## src/rtl/memory_arbiter.sv

```systemverilog
// Two-core RAM arbiter: four requesters (instruction + data per core) share
// one RAM port. One transaction at a time; data beats instruction inside a
// core, and the cores alternate round-robin on each completed transfer.
module memory_arbiter #(
  parameter int WORD_W = 32,
  parameter int NCORES = 2   // the arbitration logic assumes exactly two cores
) (
  input  logic                     CLK,
  input  logic                     nRST,
  input  logic [NCORES-1:0]        iREN,
  input  logic [NCORES*WORD_W-1:0] iaddr,
  input  logic [NCORES-1:0]        dREN,
  input  logic [NCORES-1:0]        dWEN,
  input  logic [NCORES*WORD_W-1:0] daddr,
  input  logic [NCORES*WORD_W-1:0] dstore,
  output logic [NCORES-1:0]        iwait,
  output logic [NCORES-1:0]        dwait,
  output logic [NCORES*WORD_W-1:0] iload,
  output logic [NCORES*WORD_W-1:0] dload,
  output logic                     ramREN,
  output logic                     ramWEN,
  output logic [WORD_W-1:0]        ramaddr,
  output logic [WORD_W-1:0]        ramstore,
  input  logic [WORD_W-1:0]        ramload,
  input  logic [1:0]               ramstate
);

  localparam logic [1:0] RAM_ACCESS = 2'd2;

  typedef enum logic {IDLE, XFER} state_t;

  // Per-core views of the packed request buses
  logic [WORD_W-1:0] iaddr_w  [NCORES];
  logic [WORD_W-1:0] daddr_w  [NCORES];
  logic [WORD_W-1:0] dstore_w [NCORES];
  logic [NCORES-1:0] req_d;     // data channel requesting
  logic [NCORES-1:0] core_req;  // any channel of the core requesting
  logic [NCORES-1:0] done_i;
  logic [NCORES-1:0] done_d;

  // Registered state
  state_t            state_q, state_d;
  logic              rr_q, rr_d;        // core favoured when both request
  logic              owner_q, owner_d;  // core holding the grant
  logic              data_q, data_d;    // grant belongs to the data channel
  logic              wr_q, wr_d;        // granted transfer is a write
  logic              ren_q, ren_d;
  logic              wen_q, wen_d;
  logic [WORD_W-1:0] addr_q, addr_d;
  logic [WORD_W-1:0] store_q, store_d;

  // Arbitration result, only consumed while IDLE
  logic              sel_core;
  logic              sel_data;
  logic              sel_wr;
  logic [WORD_W-1:0] sel_addr;
  logic [WORD_W-1:0] sel_store;
  logic              xfer_done;

  genvar gi;
  generate
    for (gi = 0; gi < NCORES; gi++) begin : g_core
      assign iaddr_w[gi]  = iaddr[gi*WORD_W +: WORD_W];
      assign daddr_w[gi]  = daddr[gi*WORD_W +: WORD_W];
      assign dstore_w[gi] = dstore[gi*WORD_W +: WORD_W];
      assign req_d[gi]    = dREN[gi] | dWEN[gi];
      assign core_req[gi] = req_d[gi] | iREN[gi];

      // done is a single-cycle strobe to whichever channel owns the grant
      assign done_i[gi] = xfer_done & (owner_q == 1'(gi)) & ~data_q;
      assign done_d[gi] = xfer_done & (owner_q == 1'(gi)) &  data_q;

      assign iwait[gi] = iREN[gi] & ~done_i[gi];
      assign dwait[gi] = req_d[gi] & ~done_d[gi];

      // Read data is forwarded only in the owner's done cycle of a read
      assign iload[gi*WORD_W +: WORD_W] = (done_i[gi] & ~wr_q) ? ramload : '0;
      assign dload[gi*WORD_W +: WORD_W] = (done_d[gi] & ~wr_q) ? ramload : '0;
    end
  endgenerate

  assign xfer_done = (state_q == XFER) && (ramstate == RAM_ACCESS);

  assign ramREN   = ren_q;
  assign ramWEN   = wen_q;
  assign ramaddr  = addr_q;
  assign ramstore = store_q;

  // Pick the core (round-robin on contention) and its channel (data first)
  always_comb begin
    sel_core = 1'b0;
    if (core_req[0] && core_req[1]) begin
      sel_core = rr_q;
    end else begin
      sel_core = core_req[1];
    end
    sel_data  = req_d[sel_core];
    sel_wr    = sel_data & dWEN[sel_core];
    sel_addr  = sel_data ? daddr_w[sel_core] : iaddr_w[sel_core];
    sel_store = sel_data ? dstore_w[sel_core] : '0;
  end

  // Next-state logic: grant in IDLE, hold in XFER until the RAM reports ACCESS
  always_comb begin
    state_d = state_q;
    rr_d    = rr_q;
    owner_d = owner_q;
    data_d  = data_q;
    wr_d    = wr_q;
    ren_d   = ren_q;
    wen_d   = wen_q;
    addr_d  = addr_q;
    store_d = store_q;
    case (state_q)
      IDLE: begin
        if (|core_req) begin
          state_d = XFER;
          owner_d = sel_core;
          data_d  = sel_data;
          wr_d    = sel_wr;
          ren_d   = ~sel_wr;
          wen_d   = sel_wr;
          addr_d  = sel_addr;
          store_d = sel_store;
        end
      end
      XFER: begin
        // BUSY, FREE and ERROR all keep the same outputs driven (retry)
        if (xfer_done) begin
          state_d = IDLE;
          rr_d    = ~owner_q;
          ren_d   = 1'b0;
          wen_d   = 1'b0;
          addr_d  = '0;
          store_d = '0;
        end
      end
      default: state_d = IDLE;
    endcase
  end

  // State and registered RAM outputs; reset aborts any transfer in flight
  always_ff @(posedge CLK or negedge nRST) begin
    if (!nRST) begin
      state_q <= IDLE;
      rr_q    <= 1'b0;
      owner_q <= 1'b0;
      data_q  <= 1'b0;
      wr_q    <= 1'b0;
      ren_q   <= 1'b0;
      wen_q   <= 1'b0;
      addr_q  <= '0;
      store_q <= '0;
    end else begin
      state_q <= state_d;
      rr_q    <= rr_d;
      owner_q <= owner_d;
      data_q  <= data_d;
      wr_q    <= wr_d;
      ren_q   <= ren_d;
      wen_q   <= wen_d;
      addr_q  <= addr_d;
      store_q <= store_d;
    end
  end

endmodule

```

## config.mk

```make
export PLATFORM = sky130hd
export DESIGN_NAME = memory_arbiter
export DESIGN_NICKNAME = d
export VERILOG_FILES = /design/src/rtl/memory_arbiter.sv
export SDC_FILE = /design/constraint.sdc
export NUM_CORES = 1
export LEC_CHECK = 0
export ABC_AREA = 1
export CORE_AREA = 2 2 168 170
export DETAILED_ROUTE_END_ITERATION = 10
export DIE_AREA = 0 0 170 172
export DONT_BUFFER_PORTS = 1
export PLACE_DENSITY_LB_ADDON = 0.3
export SKIP_CTS_REPAIR_TIMING = 1
export SLEW_MARGIN = 10
export SYNTH_ARGS = -nofsm -noshare
export SYNTH_HDL_FRONTEND = slang
export SYNTH_SLANG_ARGS = --single-unit
```

## constraint.sdc

```tcl
create_clock -name CLK -period 1.82 [get_ports CLK]
set_input_delay 0.273 -clock CLK [delete_from_list [all_inputs] [get_ports CLK]]
set_output_delay 0.273 -clock CLK [all_outputs]
set_load 0.005 [all_outputs]
```

==> results.yml <==
route:
  route.final.wire_length_mm: 24.0
  first_pass_iters: 5
  drtIter0Drc: 273
  route.detailed.drc: 0
  vias: 5990
  vias_per_cell: 4.53
  postRouteAntennaNets: 0
  avgRoutedWirePerCell_um: 18.1
synth:
  synth_flop_type: "sky130_fd_sc_hd__dfrtp_1"
  synth.yosys.seq_area_share_pct: 32.5
  netlist_area_um2: 5460
  synth_edf_count: 0
  netlist_instances: 955
  number_of_nets_produced_by_synthesis: 1189
  post_synth_main_area_contributors: "sky130_fd_sc_hd__dfrtp_1 (33%), sky130_fd_sc_hd__nand2_1 (30%), sky130_fd_sc_hd__nand3_1 (9.2%)"
  yosys_warnings: 0
  synth_top_area_share_pct: 32.5
  async_reset_ff_share_pct: 100
  synth_top_cell_by_area: "sky130_fd_sc_hd__dfrtp_1"
  synth_area_per_cell_um2: 5.72
  netlist_cell_types: 19
  postSynthRegisterBits: 71
power:
  power_density_nw_per_um2: 1430
  ir_worst_vdd_v: 0.000775
  total_leakage_power_nw: 3.86
  fin_total_pwr_w: 0.00955
layout:
  drive_above_1_share_pct: 13.4
  register_area_um2: 1780
  finish.utilization_pct: 24.2
  multi_input_comb_area_um2: 3130
  layout.cell_area.non_filler_um2: 6660
  layout.filler_cells: 3140
  syn2layout_area_growth_pct: 21.9
  num-nets-final: 1204
global_route:
  largest_net_degree_at_the_start_of_global_routing: 78
  global_route_wire_length_before_repair_mm: 32.4
  grt_use_met1_pct: 17.2
  grt-busiest-layer: "met2"
  number_of_antenna_violations_at_the_first_check_in_global_routing: 1
  groute.layer.met3.usage_pct: 2.59
  use_met2_pct: 27.7
  number_of_global_route_vias_before_repair: 5383
  remaining_global_route_overflow: 0
  globalRouteTotalUtil_pct: 14.9
cts:
  clock-root-buffer: "sky130_fd_sc_hd__clkbuf_16"
  latest_clock_arrival_within_the_worst_skew_pair_ns: 0.34
  cts_tree: "yes"
  cts-root-to-sink-buffers: 2
  cts.reportedPaths.clkPinSlew_ns: 0.06
  numClockSinks: 71
  numCtsBuffers: 9
  h-tree-depth: 3
critical_path:
  arrival_time_worst_endpoint_ns: 1.68
  rr_worst_depth: 10
  timing.critical_path.from_type: "flop"
  critical_path.reg2reg.endpoint: "ramaddr[21]"
  r2r_start: "rr_q"
  crit_fanout: 32
  cp-end-kind: "output pin"
  reg2reg_slack_ns: 0.20
  worstSetupPathType: "flop to output pin"
  worst_ep_required_time_ns: 1.55
floorplan:
  core-area_um2: 27500
  floorplan.rows: 61
  initial_utilization_pct: 19.9
  die_height_um: 172
  ios: 432
  die_area_um2: 29200
  floorplan.die.width_um: 170
place:
  numPortBuffers: 0
  dpl.hpwl_mm: 18.2
  gp_congestion: 0.848
  dpl-instance-area_um2: 6190
status:
  result_of_the_run: "finished with violations"
  violations: "hold timing, setup timing"
timing:
  worst_slew_pin_slew_ns: 0.491
  drv_slew: 0
  hold_slack_ns: -0.374
  final_period_minus_worst_setup_slack_ns: 1.95
  max_slew_margin_pct: 67.2
  final.setup.worst_slack_ns: -0.132
  post-route-period-util_pct: 107
  rsz_0062_raised_after_global_routing: "true"
  max_freq_ghz: 0.512
  skew_ns: 0.00668
  timing.final.setup_violations: 78
  hold_viol: 71
flow_run:
  drv_cap: 0
hold_path:
  hp-class: "input pin to asynchronous set/reset pin"
## final cells by class
cell class                 count  share of cell area (%)
sequential                    71                    26.7
tap                          346                    6.50
timing repair buffer          64                    9.02
antenna                        1                  0.0376
multi-input combinational    715                    47.0
clock buffer                  12                    3.85
inverter                     109                    6.14
clock inverter                 4                   0.789
## cell families (layout without fill, tap and decap cells)
logic type             Yosys count  count (layout)  share of synthesized area, %
AOI/OAI and AO/OA               10              10                          1.17
buffers and inverters          170             189                          12.8
DFF                             71              71                          32.5
other                            0               1                             0
and+or+nand+nor                704             705                          53.5
## registers in the layout, indices dropped and copies added (netlist names)
register,cells
data_q,1
owner_q,1
ramREN,1
ramWEN,1
ramaddr,32
ramstore,32
rr_q,1
state_q,1
wr_q,1
## per-stage QoR
step	cells	worst slack [ns]	hold slack, ns	setup TNS (ns)
global route	1322	-0.253	-0.401	-16.49
global placement	1301	0.0272	-0.0199	0
CTS	1317	-0.226	-0.395	-12.91
finish	1322	-0.132	-0.374	-4.59
detailed placement	1301	0.0183	-0.0191	0
floorplan	955	0.269	-0.0226	0
## worst max-delay path by stage
stage,from,end,slack [ns],depth (start not counted)
global route,state_q,dload[61],-0.25,8
global placement,dREN[0],ramstore[0],0.03,9
floorplan,state_q,dload[33],0.27,7
detailed placement,dREN[0],ramstore[23],0.02,9
finish,state_q,dload[61],-0.13,8
CTS,state_q,dload[61],-0.23,8
## critical path: stages (launching register included)
cell and delay, ns:
sky130_fd_sc_hd__dfrtp_1 0.35, sky130_fd_sc_hd__nand2_1 0.06, sky130_fd_sc_hd__nor2_2 0.12, sky130_fd_sc_hd__inv_2 0.09, sky130_fd_sc_hd__nor3_4 0.23, sky130_fd_sc_hd__nand2_2 0.09, sky130_fd_sc_hd__buf_12 0.17, sky130_fd_sc_hd__nor2_1 0.10
sky130_fd_sc_hd__buf_4 0.12
## cell usage in the layout (no fill, tap or decap), types with 2 or more instances in the layout
| master | n |
|---|---|
| sky130_fd_sc_hd__nor2_4 | 4 |
| sky130_fd_sc_hd__nand3_2 | 2 |
| sky130_fd_sc_hd__clkbuf_16 | 9 |
| sky130_fd_sc_hd__nand3b_1 | 32 |
| sky130_fd_sc_hd__inv_2 | 3 |
| sky130_fd_sc_hd__buf_4 | 53 |
| sky130_fd_sc_hd__clkbuf_8 | 2 |
| sky130_fd_sc_hd__nand2_4 | 3 |
| sky130_fd_sc_hd__o21ai_0 | 8 |
| sky130_fd_sc_hd__dfrtp_1 | 71 |
| sky130_fd_sc_hd__nand2_1 | 428 |
| sky130_fd_sc_hd__buf_6 | 2 |
| sky130_fd_sc_hd__nand2_2 | 3 |
| sky130_fd_sc_hd__nor2_2 | 34 |
| sky130_fd_sc_hd__buf_12 | 9 |
| sky130_fd_sc_hd__nand3_1 | 98 |
| sky130_fd_sc_hd__nor2_1 | 99 |
| sky130_fd_sc_hd__inv_1 | 106 |
## synthesized netlist by cell type, types with 3 or more instances
cell type                  number
sky130_fd_sc_hd__nor2_2         3
sky130_fd_sc_hd__buf_2         22
sky130_fd_sc_hd__inv_1        108
sky130_fd_sc_hd__buf_1         14
sky130_fd_sc_hd__nor2_1       131
sky130_fd_sc_hd__dfrtp_1       71
sky130_fd_sc_hd__nand3_1      100
sky130_fd_sc_hd__nand2_2        4
sky130_fd_sc_hd__nand2_1      430
sky130_fd_sc_hd__o21ai_0        8
sky130_fd_sc_hd__nand3b_1      32
sky130_fd_sc_hd__buf_4          7
sky130_fd_sc_hd__clkbuf_1      17
## routing by layer
layer / vias to the layer above / share of wire (%)
li1: 2887 / -
met2: 289 / 52
met4: 0 / 1.9
met1: 2791 / 41
met5: - / 0
met3: 23 / 5.6
## power by group
| group | switching (W) | internal (W) | total [W] | leakage, nW |
|---|---|---|---|---|
| logic | 0.00304 | 0.00149 | 0.00453 | 2.80 |
| clock network | 0.000735 | 0.00114 | 0.00188 | 0.153 |
| registers | 0.000762 | 0.00238 | 0.00314 | 0.899 |
| total | 0.00454 | 0.00501 | 0.00955 | 3.86 |
(Power assumes the default switching activity.)
